===== src/rtl/hazard_pkg.sv =====
// hazard_pkg: FSM states, register-zero index and stage-control bundle for the hazard unit
package hazard_pkg;

   typedef enum logic [1:0] {
      RUN    = 2'd0,
      MULDIV = 2'd1,
      DRAIN  = 2'd2
   } hz_state_e;

   localparam int REG_ZERO = 0;

   typedef struct packed {
      logic pc_en;
      logic if_id_en;
      logic if_id_keep;
      logic id_ex_en;
      logic id_ex_keep;
      logic ex_mem_en;
      logic ex_mem_keep;
   } stage_ctrl_t;

   localparam stage_ctrl_t CTRL_RUN = '1;

   localparam stage_ctrl_t CTRL_RESET = '{
      pc_en:       1'b0,
      if_id_en:    1'b1,
      if_id_keep:  1'b0,
      id_ex_en:    1'b1,
      id_ex_keep:  1'b0,
      ex_mem_en:   1'b1,
      ex_mem_keep: 1'b0
   };

endpackage


===== src/rtl/pipeline_hazard_unit_if.sv =====
// pipeline_hazard_unit_if: decode/execute hazard inputs and stage-register controls
interface pipeline_hazard_unit_if #(
   parameter int RAW = 5
);
   logic [RAW-1:0] id_rs;
   logic [RAW-1:0] id_rt;
   logic           id_uses_rs;
   logic           id_uses_rt;
   logic           id_jump;
   logic           ex_mem_read;
   logic [RAW-1:0] ex_rt;
   logic           ex_branch_taken;
   logic           ex_muldiv_start;
   logic           pc_enable;
   logic           if_id_enable;
   logic           if_id_keep;
   logic           id_ex_enable;
   logic           id_ex_keep;
   logic           ex_mem_enable;
   logic           ex_mem_keep;
   logic           stall_busy;

   modport master (
      output id_rs, id_rt, id_uses_rs, id_uses_rt, id_jump,
             ex_mem_read, ex_rt, ex_branch_taken, ex_muldiv_start,
      input  pc_enable, if_id_enable, if_id_keep, id_ex_enable, id_ex_keep,
             ex_mem_enable, ex_mem_keep, stall_busy
   );

   modport slave (
      input  id_rs, id_rt, id_uses_rs, id_uses_rt, id_jump,
             ex_mem_read, ex_rt, ex_branch_taken, ex_muldiv_start,
      output pc_enable, if_id_enable, if_id_keep, id_ex_enable, id_ex_keep,
             ex_mem_enable, ex_mem_keep, stall_busy
   );
endinterface


===== src/rtl/hazard_stall_counter.sv =====
// hazard_stall_counter: loadable down-counter with zero flag, timing the mult/div stall
module hazard_stall_counter #(
   parameter int W = 16
) (
   input  logic         clk,
   input  logic         rst,
   input  logic         load_i,
   input  logic         dec_i,
   input  logic [W-1:0] load_val_i,
   output logic         zero_o
);
   logic [W-1:0] cnt_q, cnt_d;

   always_comb cnt_d = load_i ? load_val_i : (dec_i && cnt_q != '0) ? cnt_q - 1'b1 : cnt_q;

   always_ff @(posedge clk) begin
      if (rst) cnt_q <= '0;
      else     cnt_q <= cnt_d;
   end

   assign zero_o = cnt_q == '0;
endmodule


===== src/rtl/pipeline_hazard_unit.sv =====
// pipeline_hazard_unit: stall/flush control for load-use, branch, jump and mult/div hazards
// HAZARD_PERF_COUNTERS_EN adds saturating stall_cycles / flush_events outputs.
module pipeline_hazard_unit
   import hazard_pkg::*;
#(
   parameter int REG_ADDR_WIDTH = 5,
   parameter int MULDIV_LATENCY = 32,
   parameter int CNT_WIDTH      = 16
) (
   input  logic                 clk,
   input  logic                 reset,
   pipeline_hazard_unit_if.slave hz
`ifdef HAZARD_PERF_COUNTERS_EN
   ,
   output logic [CNT_WIDTH-1:0] stall_cycles,
   output logic [CNT_WIDTH-1:0] flush_events
`endif
);
   hz_state_e   state_q, state_d;
   stage_ctrl_t ctrl;
   logic        load_use, muldiv_stall, cnt_load, cnt_dec, cnt_zero;

   hazard_stall_counter #(.W(CNT_WIDTH)) u_cnt (
      .clk        (clk),
      .rst        (reset),
      .load_i     (cnt_load),
      .dec_i      (cnt_dec),
      .load_val_i (CNT_WIDTH'(MULDIV_LATENCY - 2)),
      .zero_o     (cnt_zero)
   );

   always_comb begin
      load_use = hz.ex_mem_read && hz.ex_rt != REG_ADDR_WIDTH'(REG_ZERO) &&
                 ((hz.id_uses_rs && hz.id_rs == hz.ex_rt) || (hz.id_uses_rt && hz.id_rt == hz.ex_rt));
      muldiv_stall = state_q == MULDIV || (state_q == RUN && hz.ex_muldiv_start);
      ctrl     = CTRL_RUN;
      state_d  = state_q;
      cnt_load = 1'b0;
      cnt_dec  = 1'b0;
      if (reset) begin
         ctrl    = CTRL_RESET;
         state_d = RUN;
      end else if (muldiv_stall) begin
         ctrl.pc_en       = 1'b0;
         ctrl.if_id_en    = 1'b0;
         ctrl.id_ex_en    = 1'b0;
         ctrl.ex_mem_keep = 1'b0;
         cnt_load         = state_q == RUN;
         cnt_dec          = state_q == MULDIV;
         state_d          = (state_q == RUN || !cnt_zero) ? MULDIV : DRAIN;
      end else begin
         state_d = RUN;
         if (hz.ex_branch_taken) begin
            ctrl.if_id_keep = 1'b0;
            ctrl.id_ex_keep = 1'b0;
         end else if (load_use) begin
            ctrl.pc_en      = 1'b0;
            ctrl.if_id_en   = 1'b0;
            ctrl.id_ex_keep = 1'b0;
         end else if (hz.id_jump) begin
            ctrl.if_id_keep = 1'b0;
         end
      end
   end

   always_ff @(posedge clk) begin
      if (reset) state_q <= RUN;
      else       state_q <= state_d;
   end

   assign hz.pc_enable     = ctrl.pc_en;
   assign hz.if_id_enable  = ctrl.if_id_en;
   assign hz.if_id_keep    = ctrl.if_id_keep;
   assign hz.id_ex_enable  = ctrl.id_ex_en;
   assign hz.id_ex_keep    = ctrl.id_ex_keep;
   assign hz.ex_mem_enable = ctrl.ex_mem_en;
   assign hz.ex_mem_keep   = ctrl.ex_mem_keep;
   assign hz.stall_busy    = state_q != RUN;

`ifdef HAZARD_PERF_COUNTERS_EN
   logic [CNT_WIDTH-1:0] stall_q, stall_d, flush_q, flush_d;

   always_comb begin
      stall_d = (!ctrl.pc_en && stall_q != '1) ? stall_q + 1'b1 : stall_q;
      flush_d = (!ctrl.if_id_keep && flush_q != '1) ? flush_q + 1'b1 : flush_q;
   end

   always_ff @(posedge clk) begin
      if (reset) begin
         stall_q <= '0;
         flush_q <= '0;
      end else begin
         stall_q <= stall_d;
         flush_q <= flush_d;
      end
   end

   assign stall_cycles = stall_q;
   assign flush_events = flush_q;
`endif
endmodule


===== src/flat_wrapper.sv =====
// flat-port wrapper written by rule: the top's interface ports become plain ports
module pipeline_hazard_unit_flat import hazard_pkg::*;
#(
   parameter int REG_ADDR_WIDTH = 5,
   parameter int MULDIV_LATENCY = 32,
   parameter int CNT_WIDTH      = 16
)
  (clk, reset, hz_id_rs, hz_id_rt, hz_id_uses_rs, hz_id_uses_rt, hz_id_jump, hz_ex_mem_read, hz_ex_rt, hz_ex_branch_taken, hz_ex_muldiv_start, hz_pc_enable, hz_if_id_enable, hz_if_id_keep, hz_id_ex_enable, hz_id_ex_keep, hz_ex_mem_enable, hz_ex_mem_keep, hz_stall_busy);
  pipeline_hazard_unit_if #(.RAW(5)) hz_i ();
  input  logic clk;
  input  logic reset;
  input wire logic [$bits(hz_i.id_rs)-1:0] hz_id_rs;
  input wire logic [$bits(hz_i.id_rt)-1:0] hz_id_rt;
  input wire logic [$bits(hz_i.id_uses_rs)-1:0] hz_id_uses_rs;
  input wire logic [$bits(hz_i.id_uses_rt)-1:0] hz_id_uses_rt;
  input wire logic [$bits(hz_i.id_jump)-1:0] hz_id_jump;
  input wire logic [$bits(hz_i.ex_mem_read)-1:0] hz_ex_mem_read;
  input wire logic [$bits(hz_i.ex_rt)-1:0] hz_ex_rt;
  input wire logic [$bits(hz_i.ex_branch_taken)-1:0] hz_ex_branch_taken;
  input wire logic [$bits(hz_i.ex_muldiv_start)-1:0] hz_ex_muldiv_start;
  output wire logic [$bits(hz_i.pc_enable)-1:0] hz_pc_enable;
  output wire logic [$bits(hz_i.if_id_enable)-1:0] hz_if_id_enable;
  output wire logic [$bits(hz_i.if_id_keep)-1:0] hz_if_id_keep;
  output wire logic [$bits(hz_i.id_ex_enable)-1:0] hz_id_ex_enable;
  output wire logic [$bits(hz_i.id_ex_keep)-1:0] hz_id_ex_keep;
  output wire logic [$bits(hz_i.ex_mem_enable)-1:0] hz_ex_mem_enable;
  output wire logic [$bits(hz_i.ex_mem_keep)-1:0] hz_ex_mem_keep;
  output wire logic [$bits(hz_i.stall_busy)-1:0] hz_stall_busy;
  assign hz_i.id_rs = hz_id_rs;
  assign hz_i.id_rt = hz_id_rt;
  assign hz_i.id_uses_rs = hz_id_uses_rs;
  assign hz_i.id_uses_rt = hz_id_uses_rt;
  assign hz_i.id_jump = hz_id_jump;
  assign hz_i.ex_mem_read = hz_ex_mem_read;
  assign hz_i.ex_rt = hz_ex_rt;
  assign hz_i.ex_branch_taken = hz_ex_branch_taken;
  assign hz_i.ex_muldiv_start = hz_ex_muldiv_start;
  assign hz_pc_enable = hz_i.pc_enable;
  assign hz_if_id_enable = hz_i.if_id_enable;
  assign hz_if_id_keep = hz_i.if_id_keep;
  assign hz_id_ex_enable = hz_i.id_ex_enable;
  assign hz_id_ex_keep = hz_i.id_ex_keep;
  assign hz_ex_mem_enable = hz_i.ex_mem_enable;
  assign hz_ex_mem_keep = hz_i.ex_mem_keep;
  assign hz_stall_busy = hz_i.stall_busy;
  pipeline_hazard_unit #(.REG_ADDR_WIDTH(REG_ADDR_WIDTH), .MULDIV_LATENCY(MULDIV_LATENCY), .CNT_WIDTH(CNT_WIDTH)) u_core (.clk(clk), .reset(reset), .hz(hz_i));
endmodule

===== config.mk =====
export PLATFORM = sky130hd
export DESIGN_NAME = pipeline_hazard_unit_flat
export DESIGN_NICKNAME = d
export VERILOG_FILES = /design/src/rtl/hazard_pkg.sv /design/src/rtl/pipeline_hazard_unit_if.sv /design/src/rtl/hazard_stall_counter.sv /design/src/rtl/pipeline_hazard_unit.sv /design/src/flat_wrapper.sv
export SDC_FILE = /design/constraint.sdc
export NUM_CORES = 1
export LEC_CHECK = 0
export ABC_CLOCK_PERIOD_IN_PS = 2900
export CORE_ASPECT_RATIO = 2
export CORE_MARGIN = 2
export CORE_UTILIZATION = 42
export CTS_CLUSTER_DIAMETER = 80
export DETAILED_ROUTE_END_ITERATION = 12
export PLACE_DENSITY = 0.72
export SLEW_MARGIN = 40
export SYNTH_ARGS = -nofsm -noshare
export SYNTH_HDL_FRONTEND = slang
export SYNTH_SLANG_ARGS = --single-unit

===== constraint.sdc =====
create_clock -name clk -period 2.9 [get_ports clk]
set_clock_uncertainty 0.1 [all_clocks]
set_input_delay 0.58 -clock clk [delete_from_list [all_inputs] [get_ports clk]]
set_output_delay 0.58 -clock clk [all_outputs]
set_load 0.02 [all_outputs]

### Word-level counts from Yosys, hierarchy flattened

Index checks and enable logic that the tools add are counted.

* output and inout bits: 8
* register bits after elaboration: 18
* word-level logic and storage cells: 46

* reduce and logical (&&, ||, !) cells: 18
* eq/ne operators: 3
* bitwise gates (word level): 1
* add/subtract/negate cells: 1
* muxes and demuxes: 20

Operator list (number)
* $logic_not A16 Y1: 1
* $reduce_bool A16 Y1: 1
* $sub A16 B1 Y16 const B: 1
* $mux W5: 3
* $mux W1: 13
* $eq A5 B5 Y1: 2
* $mux W2: 4
* $logic_and A1 B1 Y1: 6
* $reduce_bool A5 Y1: 1
* $reduce_bool A2 Y1: 2
* $reduce_or A2 Y1: 2
* $logic_or A1 B1 Y1: 3
* $eq A2 B1 Y1 const B: 1
* $logic_not A2 Y1: 1
* $logic_not A1 Y1: 1
* $not A1 Y1: 1

### Longest topological paths before layout

Gate-level depths: netlist of the first run.

* depth after elaboration: 8
* depth in mapped cells: 8
* mapped depth without buffers: 7

### By module

A second synthesis of the first run with hierarchy kept.

* cells, all modules: 173
* area total of the unflattened synthesis: 1362.6 um^2

By module, submodules not included
* hazard_stall_counter: cells an instance 134, instances 1, area an instance 1074.8 um^2
* pipeline_hazard_unit: cells an instance 39, instances 1, area an instance 287.8 um^2

### Least setup slack after synthesis of the first run

Ideal clock, no wire load.

* path type: input to output
* from: in hz_ex_rt[0]
* to: out hz_id_ex_keep
* arrival: 1.863 ns
* path slack: 0.357 ns
* stages: 4
* required time: 2.220 ns
* cell sequence: or4_1 -> o21ai_0 -> a21oi_1 -> o31ai_1

* word-level cells in the longest chain between the ends: 8

Ends and longest elaborated chain
* start, declared: RTL line flat_wrapper.sv:18 `input wire logic [$bits(hz_i.ex_rt)-1:0] hz_ex_rt;`
* $eq A5 B5 Y1: RTL line pipeline_hazard_unit.sv:34 `((hz.id_uses_rs && hz.id_rs == hz.ex_rt) || (hz.id_uses_rt && hz.id_rt == hz.ex_rt));`
* $logic_and A1 B1 Y1: RTL line pipeline_hazard_unit.sv:34
* $logic_or A1 B1 Y1: RTL line pipeline_hazard_unit.sv:34
* $logic_and A1 B1 Y1 *: RTL line pipeline_hazard_unit.sv:33 `load_use = hz.ex_mem_read && hz.ex_rt != REG_ADDR_WIDTH'(REG_ZERO) &&`
* $mux W1 *: RTL line pipeline_hazard_unit.sv:56 `end else if (load_use) begin`
* $mux W1 *: RTL line pipeline_hazard_unit.sv:53 `if (hz.ex_branch_taken) begin`
* $mux W1 *: RTL line pipeline_hazard_unit.sv:43 `end else if (muldiv_stall) begin`
* $mux W5 *: RTL line pipeline_hazard_unit.sv:40 `if (reset) begin`
* end, declared: RTL line flat_wrapper.sv:25 `output wire logic [$bits(hz_i.id_ex_keep)-1:0] hz_id_ex_keep;`

Mark *: on every way between the ends. The rest lies on a longest branch, timed or not.

### Worst setup path in the final report of the first run

* from: in hz_ex_muldiv_start
* to: out hz_id_ex_enable

* word-level cells in the longest chain between the ends: 4

Ends and longest elaborated chain
* start, declared: RTL line flat_wrapper.sv:20 `input wire logic [$bits(hz_i.ex_muldiv_start)-1:0] hz_ex_muldiv_start;`
* $logic_and A1 B1 Y1: RTL line pipeline_hazard_unit.sv:35 `muldiv_stall = state_q == MULDIV || (state_q == RUN && hz.ex_muldiv_start);`
* $logic_or A1 B1 Y1: RTL line pipeline_hazard_unit.sv:35
* $mux W1: RTL line pipeline_hazard_unit.sv:43
* $mux W5: RTL line pipeline_hazard_unit.sv:40
* end, declared: RTL line flat_wrapper.sv:24 `output wire logic [$bits(hz_i.id_ex_enable)-1:0] hz_id_ex_enable;`

Every way passes these cells.

==> results of run 1 <==
## stage by stage
step,TNS [ns],setup slack [ns],instance area [um^2],hold slack (ns),std cells
6_report,0,0.135,1500,0.384,192
3_5_place_dp,-2.19,-0.578,1460,0.371,189
5_1_grt,0,0.00536,1500,0.412,192
2_1_floorplan,0,0.357,1100,0.332,128
4_1_cts,0,0.0316,1490,0.385,192
3_3_place_gp,-2.05,-0.551,1460,0.349,189
## power breakdown
part | switching, mW | internal [mW]
logic | 0.134 | 0.116
clock network | 0.0783 | 0.0921
registers | 0.0214 | 0.266
total | 0.233 | 0.474
## repair_timing
action,4_1_cts,5_1_grt
gates resized for setup,27,5
endpoints found under the setup margin,4,4
pin swaps,6,7
## critical path, stage by stage
cell and delay [ns]:
clkdlybuf4s50_1 0.50, nor2_1 0.06, nor3_1 0.20, inv_1 0.08
buf_4 0.14, clkdlybuf4s50_1 0.52
## cells in the final DEF (no fill, tap or decap), types with 3 or more instances in the layout
master            n
nand2_1           3
buf_4             8
dlymetal6s2s_1    4
nor4_1            5
dfxtp_1          18
xnor2_1           6
or3_1             4
xor2_1           13
nand4_1           3
o31ai_1           4
dlygate4sd2_1     4
buf_2             3
nor2_1           16
nor3_1            5
inv_1             5
clkbuf_8          3
nand3_1           5
a21oi_1           4
clkdlybuf4s50_1  17
## registers in the layout (all words and copies together) (netlist names)
name and cells:
u_core.state_q 2, u_core.u_cnt.cnt_q 16
## path summary, 6_finish.rpt
| path | end |
|---|---|
| setup reg to reg | u_core.u_cnt.cnt_q[1] |
| hold / removal | u_core.u_cnt.cnt_q[8] |
| hold reg to reg | u_core.u_cnt.cnt_q[8] |
| setup / recovery | hz_id_ex_enable |
## metal layers
metal / track usage / routed length, um / up-vias / part of all wire
li1: - / - / 538 / -
met2: 0.335 / 1510 / 48 / 0.55
met1: 0.214 / 976 / 486 / 0.35
met3: 0.0292 / 152 / 10 / 0.055
met5: 0 / 0 / - / 0
met4: 0.138 / 110 / 0 / 0.040
## cell type report
| cell class | count | area, um^2 |
|---|---|---|
| clock buffers | 3 | 41.3 |
| fillers | 214 | 1000 |
| inverters | 5 | 18.8 |
| multi-input cells | 101 | 706 |
| flip-flops and latches | 18 | 360 |
| well taps | 28 | 35.0 |
| repair buffers | 37 | 342 |
## kinds of logic after synthesis
| logic type | Yosys count | synth area share |
|---|---|---|
| AOI/OAI and AO/OA | 22 | 0.137 |
| xor gates and xnor gates | 19 | 0.152 |
| adders and majority gates | 2 | 0.0228 |
| buffers and inverters | 9 | 0.0410 |
| DFF | 18 | 0.328 |
| other | 1 | 0.00342 |
| and+or+nand+nor | 57 | 0.316 |
==> impl_results.md, run 1 <==
- Status: complete, no violations
- Clk buf depth: 2
- CP max FO: 3
- Postcts setup bufs: 0
- Die width: 40.1 um
- Synth cell count leaders: dfxtp_1 (18), nor2_1 (16), xor2_1 (13)
- Max VDD drop: 268 uV
- Worst path arrival time: 2.08 ns
- GRT Overall Usage: 0.203
- LEAKAGE: 0.608 nW
- Initial antenna violation count: 0
- Routed Antenna Nets: 0
- Starting Density: 0.438
- Tot Pwr: 707 uW
- First-pass GRT wire length: 4.45 mm
- Hold Path Origin: u_core.u_cnt.cnt_q[8]
- CORE AREA: 2500 um^2
- Grt total ovfl: 0
- Vias in the first global route: 1043
- Worst reg2reg path depth: 7
- CP endpoint kind: output port
- Flops & latches, synth: 18
- Kind of critical path: primary input to output port
- Yosys cell types: 43
- Diode count: 0
- Largest cells by area after synthesis: dfxtp_1 (33%), xor2_1 (10%), nor2_1 (5.5%)
- Cell Rows: 26
- Syn_area_per_cell: 8.57 um^2
- Die area: 3060 um^2
- Via density per instance: 5.64
- Post-detailed-route wirelength per cell: 14.3 um
- Top_reg_cell synth: dfxtp_1
- Final worst-path cycle share: 0.953
- Top-count cell post-synth: dfxtp_1
- Hold_buf cts: 0
- Reg clk slew, reported paths: 0.06 ns
- Root buf cell: clkbuf_8
- DR iter-0 viols: 10
- GP Congestion: 0.745
- Worst Setup SP: hz_ex_muldiv_start
- Tightest Hold Check Type: flop to flop
- Largest net degree at the start of global routing: 10
- Die Ht: 76.3 um
- Fmax: 0.362 GHz
- H-tree depth: 1
- Drt first pass iters: 4
- Ys async rst share: 0
- Post-Syn Nets: 153
- Routed WL: 2.75 mm
- Final nets: 191
- Area growth from synthesis to layout: 36.9%
- PwrDens: 471 nW/um^2
- Worst slew margin: 0.552
- Synth area leader: dfxtp_1
- FF-to-FF Start: u_core.u_cnt.cnt_q[1]
- Ratio of cells with drive above 1 in the final layout: 0.140
- Worst setup SP type: primary input
- Worst Path Required: 2.22 ns
- Clk_lat worst skew: 0.25 ns
- Number of remaining DRC errors: 0
- Buffers on Ports: 29
- Mapped Area: 1100 um^2
- Maximum capacitance violations: 0
- Hold depth: 1
- I/O pin total: 31
- Least-Margin Pin Slew: 0.666 ns
- Slew Limit Fails: 0
- Via count: 1082
- Syn Inst Count: 128
- Yosys warns: 0
- Final core occ: 0.600
- # clock sinks: 18
- HPWL Detailed: 2.17 mm
- Hold Fails Final Rpt: 0
- Endpoints failing setup: 0
- Num CTS Buffers: 3
- Tmin final: 2.76 ns
- Reg2Reg Setup Slack: 0.54 ns
- Post-synth EDFFs: 0
- Sequential share of the synthesized area: 0.328
- CTS tree: done
- Yosys top cell area share: 0.328
- RSZ-0062 raised after global routing: no
Power figures use the tool's default switching activity.
==> run 2, diff against run 1 <==
Settings changed: DONT_BUFFER_PORTS set to 1, PLACE_DENSITY 0.72 to not set, SKIP_LAST_GASP set to 1.
==> impl_results.md, run 2 (synthesis results as in run 1) <==
- Status: complete, no violations (unchanged)
- Reg clk slew, reported paths: 0.07 ns (was 0.06 ns)
- Worst Path Required: 2.22 ns (about the same)
- Via density per instance: 6.05 (was 5.64)
- Die Ht: 76.3 um (unchanged)
- GRT Overall Usage: 0.180 (was 0.203)
- Ratio of cells with drive above 1 in the final layout: 0.0775 (was 0.140)
- Hold Fails Final Rpt: 0 (unchanged)
- Tot Pwr: 649 uW (was 707 uW)
- Critical path's largest stage delay: 0.42 ns (was 0.52 ns)
- Tightest Hold Check Type: primary input to flop (was flop to flop)
- Setup TNS: 0 ns (unchanged)
- Least-Margin Pin Slew: 0.616 ns (was 0.666 ns)
- Number of remaining DRC errors: 0 (unchanged)
- Grt total ovfl: 0 (unchanged)
- Psw: 218 uW (was 233 uW)
- Clk buf depth: 2 (unchanged)
- Largest net degree at the start of global routing: 12 (was 10)
- First-pass GRT wire length: 4.05 mm (was 4.45 mm)
- Commonest cells after routing, fill and taps aside: dfxtp_1 (18), nor2_1 (16), xor2_1 (13), nor4_1 (6), xnor2_1 (6) (was dfxtp_1 (18), clkdlybuf4s50_1 (17), nor2_1 (16), xor2_1 (13), buf_4 (8))
- # clock sinks: 18 (unchanged)
- DR iter-0 viols: 23 (was 10)
- Postcts setup bufs: 0 (unchanged)
- H-tree depth: 1 (unchanged)
- Diode count: 0 (unchanged)
- Vias in the first global route: 948 (was 1043)
- Sw Ratio: 0.336 (was 0.330)
- Worst path top cell family by delay: compound AO/OA/AOI/OAI gates (was buffers and inverters)
- Largest regs: u_core.u_cnt.cnt_q: 16 flops, u_core.state_q: 2 flops (unchanged)
- I/O pin total: 31 (unchanged)
- Crit-path cells: nor2_1 -> a21oi_1 -> and2_1 -> a21boi_0 -> buf_4 (was clkdlybuf4s50_1 -> nor2_1 -> nor3_1 -> inv_1 -> buf_4 -> clkdlybuf4s50_1)
- PwrDens: 559 nW/um^2 (was 471 nW/um^2)
- Cell Rows: 26 (unchanged)
- Routed WL: 2.40 mm (was 2.75 mm)
- CORE AREA: 2500 um^2 (unchanged)
- Die width: 40.1 um (unchanged)
- Root buf cell: clkbuf_8 (unchanged)
- Critical Path Slowest Stage Cell: dfxtp_1 (was clkdlybuf4s50_1)
- Slew Limit Fails: 0 (unchanged)
- Worst slew margin: 0.586 (was 0.552)
- Largest register FFs: 16 (unchanged)
- Initial antenna violation count: 0 (unchanged)
- HPWL Detailed: 1.95 mm (was 2.17 mm)
- Pint: 431 uW (was 474 uW)
- Starting Density: 0.438 (unchanged)
- Area growth from synthesis to layout: 5.93% (was 36.9%)
- CP bufs+invs: 1 (was 4)
- Num CTS Buffers: 3 (unchanged)
- Buffers on Ports: 0 (was 29)
- GP Congestion: 0.818 (was 0.745)
- Endpoints failing setup: 0 (unchanged)
- Top reg by flops: u_core.u_cnt.cnt_q (unchanged)
- Tmin final: 2.58 ns (was 2.76 ns)
- CTS tree: done (unchanged)
- Via count: 950 (was 1082)
- CP max FO: 7 (was 3)
- Fmax: 0.387 GHz (was 0.362 GHz)
- Sequential fraction of design power: 0.443 (was 0.406)
- Kind of critical path: flop to output port (was primary input to output port)
- Final worst-path cycle share: 0.891 (was 0.953)
- Clock network fraction of total power: 0.269 (was 0.241)
- CP endpoint kind: output port (unchanged)
- Final nets: 156 (was 191)
- Commonest non-fill, non-tap cell in the layout: dfxtp_1 (unchanged)
- RSZ-0062 raised after global routing: no (unchanged)
- Fill cells: 238 (was 214)
- LEAKAGE: 0.419 nW (was 0.608 nW)
- Clk_lat worst skew: 0.25 ns (about the same)
- Max VDD drop: 323 uV (was 268 uV)
- Worst path arrival time: 1.90 ns (was 2.08 ns)
- Post-detailed-route wirelength per cell: 15.3 um (was 14.3 um)
- Maximum capacitance violations: 0 (unchanged)
- Post_cts resized: 0 (was 27)
- Routed Antenna Nets: 0 (unchanged)
- Worst setup SP type: flop (was primary input)
- Combinational Power Share: 0.289 (was 0.353)
- Drt first pass iters: 4 (unchanged)
- Die area: 3060 um^2 (unchanged)
- Hold_buf cts: 0 (unchanged)
run 2: cell count changes in the layout (fill, tap and decap cells not counted), moves of 3 or more:
| cell | before | now |
|---|---|---|
| clkdlybuf4s50_1 | 17 | 0 |
| buf_4 | 8 | 2 |
| dlymetal6s2s_1 | 4 | 0 |
| buf_2 | 3 | 0 |
| dlygate4sd2_1 | 4 | 0 |
run 2: worst paths after layout:
kind | from | end | slack, ns | depth (start not counted)
min reg2reg | u_core.u_cnt.cnt_q[8] | u_core.u_cnt.cnt_q[8] | 0.36 | 1
min | reset | u_core.u_cnt.cnt_q[4] | 0.29 | 1
max reg2reg | u_core.u_cnt.cnt_q[1] | u_core.u_cnt.cnt_q[1] | 0.53 | 7
max | u_core.state_q[0] | hz_pc_enable | 0.32 | 5
run 2: power groups by stage:
stage / Combinational [mW] / Clock, mW / Sequential (mW)
2_1_floorplan: 0.165 / 0 / 0.287
3_3_place_gp: 0.184 / 0 / 0.292
3_5_place_dp: 0.187 / 0 / 0.293
4_1_cts: 0.189 / 0.175 / 0.287
5_1_grt: 0.210 / 0.188 / 0.291
6_report: 0.187 / 0.174 / 0.287
run 2: area by class of cell:
| class | instances | area (um^2) | share of cell area |
|---|---|---|---|
| Clock buffer | 3 | 41.3 | 0.0355 |
| Inverter | 5 | 18.8 | 0.0161 |
| Multi-Input combinational cell | 101 | 692 | 0.595 |
| Sequential cell | 18 | 360 | 0.310 |
| Tap cell | 28 | 35.0 | 0.0301 |
| Timing Repair Buffer | 2 | 15.0 | 0.0129 |
run 2: metal layers:
layer / vias to the layer above / routed length, um / track usage
met1: 452 / 814 / 0.192
met5: - / 0 / 0
met4: 0 / 32 / 0.0655
met2: 28 / 1440 / 0.323
met3: 4 / 104 / 0.0233
li1: 466 / - / -
run 2: per-stage QoR:
stage,cells,util,setup WS [ns],cell area [um^2],hold slack [ns]
global placement,154,0.448,0.464,1120,0.349
finish,157,0.464,0.316,1160,0.286
CTS,157,0.464,0.331,1160,0.286
floorplan,128,-,0.357,1100,0.332
global route,157,0.464,0.181,1160,0.285
detailed placement,154,0.448,0.424,1120,0.360
==> run 3, diff against run 2 <==
Settings changed: CTS_CLUSTER_SIZE set to 14, SYNTH_HIERARCHICAL set to 1.
==> impl_results.md, run 3 <==
- Crit-path cells: or2_2 -> nor3b_1 -> buf_4 -> inv_1 -> and4_1 -> a2111oi_0 (was nor2_1 -> a21oi_1 -> and2_1 -> a21boi_0 -> buf_4)
- Tmin final: 2.37 ns (was 2.58 ns)
- Largest register FFs: 16 (unchanged)
- Cell Count, Final, Fillers Out: 219 (was 157)
- Worst setup SP type: flop (unchanged)
- Postcts setup bufs: 0 (unchanged)
- Endpoints failing setup: 0 (unchanged)
- Routed WL: 3.54 mm (was 2.40 mm)
- Setup TNS: 0 ns (unchanged)
- I/O pin total: 31 (unchanged)
- Via count: 1360 (was 950)
- Least-Margin Pin Slew: 0.700 ns (was 0.616 ns)
- Maximum capacitance violations: 0 (unchanged)
- Dpl ws: 0.519 ns (was 0.424 ns)
- Critical path's largest stage delay: 0.37 ns (was 0.42 ns)
- Cell Rows: 29 (was 26)
- Placed inst area: 1450 um^2 (was 1120 um^2)
- HPWL Detailed: 2.65 mm (was 1.95 mm)
- Slew Limit Fails: 0 (unchanged)
- Post-synth EDFFs: 0 (unchanged)
- Hold Path Origin: reset (unchanged)
- DR iter-0 viols: 27 (was 23)
- CP max FO: 23 (was 7)
- Dpl cells: 215 (was 154)
- Initial antenna violation count: 0 (unchanged)
- Critical Path Slowest Stage Cell: or2_2 (was dfxtp_1)
- Post-detailed-route wirelength per cell: 16.1 um (was 15.3 um)
- GP Congestion: 0.784 (was 0.818)
- # clock sinks: 18 (unchanged)
- Ratio of cells with drive above 1 in the final layout: 0.117 (was 0.0775)
- LEAKAGE: 0.537 nW (was 0.419 nW)
- Yosys warns: 6 (was 0)
- Fill cells: 331 (was 238)
- Worst Setup SP: u_core/state_q[1] (was u_core.state_q[0])
- Worst path arrival time: 2.41 ns (was 1.90 ns)
- Worst Path Required: 2.93 ns (was 2.22 ns)
- Flops & latches, synth: 18 (unchanged)
- Die area: 3740 um^2 (was 3060 um^2)
- Final core occ: 0.483 (was 0.464)
- Reg clk slew, reported paths: 0.07 ns (about the same)
- Max VDD drop: 248 uV (was 323 uV)
- Top reg by flops: u_core/u_cnt/cnt_q (was u_core.u_cnt.cnt_q)
- Syn Inst Count: 173 (was 128)
- Sequential share of the synthesized area: 0.264 (was 0.328)
- Post_cts resized: 0 (unchanged)
- Area growth from synthesis to layout: 10.6% (was 5.93%)
- Largest regs: u_core/u_cnt/cnt_q: 16 flops, u_core/state_q: 2 flops (was u_core.u_cnt.cnt_q: 16 flops, u_core.state_q: 2 flops)
- Ys async rst share: 0 (unchanged)
- Buffers on Ports: 0 (unchanged)
- Mapped Area: 1360 um^2 (was 1100 um^2)
- Synth cell count leaders: nor2_1 (19), dfxtp_1 (18), inv_1 (13) (was dfxtp_1 (18), nor2_1 (16), xor2_1 (13))
- Diode count: 0 (unchanged)
- CTS tree: done (unchanged)
- CORE AREA: 3120 um^2 (was 2500 um^2)
- PwrDens: 510 nW/um^2 (was 559 nW/um^2)
- Grt total ovfl: 0 (unchanged)
- Clk_lat worst skew: 0.26 ns (was 0.25 ns)
- Fin area: 1510 um^2 (was 1160 um^2)
- Commonest non-fill, non-tap cell in the layout: nor2_1 (was dfxtp_1)
- FF-to-FF Start: u_core/state_q[1] (was u_core.u_cnt.cnt_q[1])
- Yosys top cell area share: 0.264 (was 0.328)
- Top_reg_cell synth: dfxtp_1 (unchanged)
- Final nets: 213 (was 156)
- Largest net degree at the start of global routing: 25 (was 12)
- Worst reg2reg path depth: 6 (was 7)
- RSZ-0062 raised after global routing: no (unchanged)
- H-tree depth: 1 (unchanged)
- Number of remaining DRC errors: 0 (unchanged)
- Setup ws final: 0.528 ns (was 0.316 ns)
- Vias in the first global route: 1288 (was 948)
- Clk buf depth: 2 (unchanged)
- Yosys cell types: 51 (was 43)
- Starting Density: 0.437 (was 0.438)
- Largest cells by area after synthesis: dfxtp_1 (26%), a311oi_1 (5.8%), nor2_1 (5.2%) (was dfxtp_1 (33%), xor2_1 (10%), nor2_1 (5.5%))
- Hold depth: 1 (unchanged)
- Status: complete, no violations (unchanged)
- Die Ht: 84.6 um (was 76.3 um)
- Hold Fails Final Rpt: 0 (unchanged)
- Synth area leader: dfxtp_1 (unchanged)
- Fmax: 0.422 GHz (was 0.387 GHz)
- Die width: 44.3 um (was 40.1 um)
- GRT Overall Usage: 0.206 (was 0.180)
- Final worst-path cycle share: 0.818 (was 0.891)
- Via density per instance: 6.21 (was 6.05)
- Syn_area_per_cell: 7.88 um^2 (was 8.57 um^2)
- Drt first pass iters: 4 (unchanged)
- Tightest Hold Check Type: primary input to flop (unchanged)
- Num CTS Buffers: 3 (unchanged)
- CP endpoint kind: flop (was output port)
- Commonest cells after routing, fill and taps aside: nor2_1 (19), conb_1 (18), dfxtp_1 (18), inv_1 (13), a311oi_1 (9) (was dfxtp_1 (18), nor2_1 (16), xor2_1 (13), nor4_1 (6), xnor2_1 (6))
- Top-count cell post-synth: nor2_1 (was dfxtp_1)
- Root buf cell: clkbuf_8 (unchanged)
- Kind of critical path: flop to flop (was flop to output port)
- First-pass GRT wire length: 5.95 mm (was 4.05 mm)
- Worst slew margin: 0.533 (was 0.586)
- Routed Antenna Nets: 0 (unchanged)
- Hold_buf cts: 0 (unchanged)
-- run 3: cell types whose count changed after synthesis, moves of 3 or more --
cell / before / now
and4_1: 0 / 3
and4_2: 0 / 3
a311oi_1: 1 / 9
xor2_1: 13 / 8
clkbuf_1: 1 / 6
a2111oi_0: 0 / 3
nor2_1: 16 / 19
o21ai_0: 1 / 8
inv_1: 5 / 13
xnor2_1: 6 / 2
-- run 3: final cells by class --
| type | instances | area [um^2] | area share |
|---|---|---|---|
| multi-input cells | 149 | 973 | 0.646 |
| flip-flops and latches | 18 | 360 | 0.239 |
| clock buffers | 4 | 55.1 | 0.0365 |
| inverters | 13 | 48.8 | 0.0324 |
| well taps | 31 | 38.8 | 0.0257 |
| repair buffers | 4 | 30.0 | 0.0199 |
-- run 3: worst paths after layout --
kind                                          endpoint  slack, ns
worst min register to register   u_core/u_cnt/cnt_q[0]       0.42
worst max register to register  u_core/u_cnt/cnt_q[11]       0.53
worst max-delay path            u_core/u_cnt/cnt_q[11]       0.53
worst min-delay path             u_core/u_cnt/cnt_q[5]       0.29
-- run 3: metrics by stage --
step | power [mW] | hold WS (ns)
global placement | 0.551 | 0.405
detailed placement | 0.559 | 0.426
floorplan | 0.505 | 0.386
global route | 0.817 | 0.271
CTS | 0.774 | 0.276
finish | 0.769 | 0.286
-- run 3: per-layer routing --
metal  global-route usage  vias to the layer above  part of all wire
li1                     -                      671                 -
met1                0.215                      646              0.38
met2                0.384                       39              0.56
met5                    0                        -                 0
met3               0.0323                        4             0.047
met4               0.0799                        0             0.012
-- run 3: worst max-delay path: cells and delay by family, from the launching register on --
kind,cells,cell delay [ns]
compound gates,1,0.29
flops,1,0.34
simple gates,3,0.92
buf+inv,2,0.60
-- run 3: where the power goes --
group	leakage, nW	switching, mW	internal [mW]
sequential	0.148	0.0349	0.273
clock	0.0288	0.0895	0.121
combinational	0.360	0.155	0.0955
-- run 3: cell families (layout without fill, tap and decap cells) --
family,after synthesis,after routing,synth area share
compound gates,43,43,0.236
xor+xnor,10,10,0.0643
fa+ha+maj,1,1,0.00918
buf+inv,22,21,0.0652
flops,18,18,0.264
other cells,2,18,0.00551
simple gates,77,77,0.355
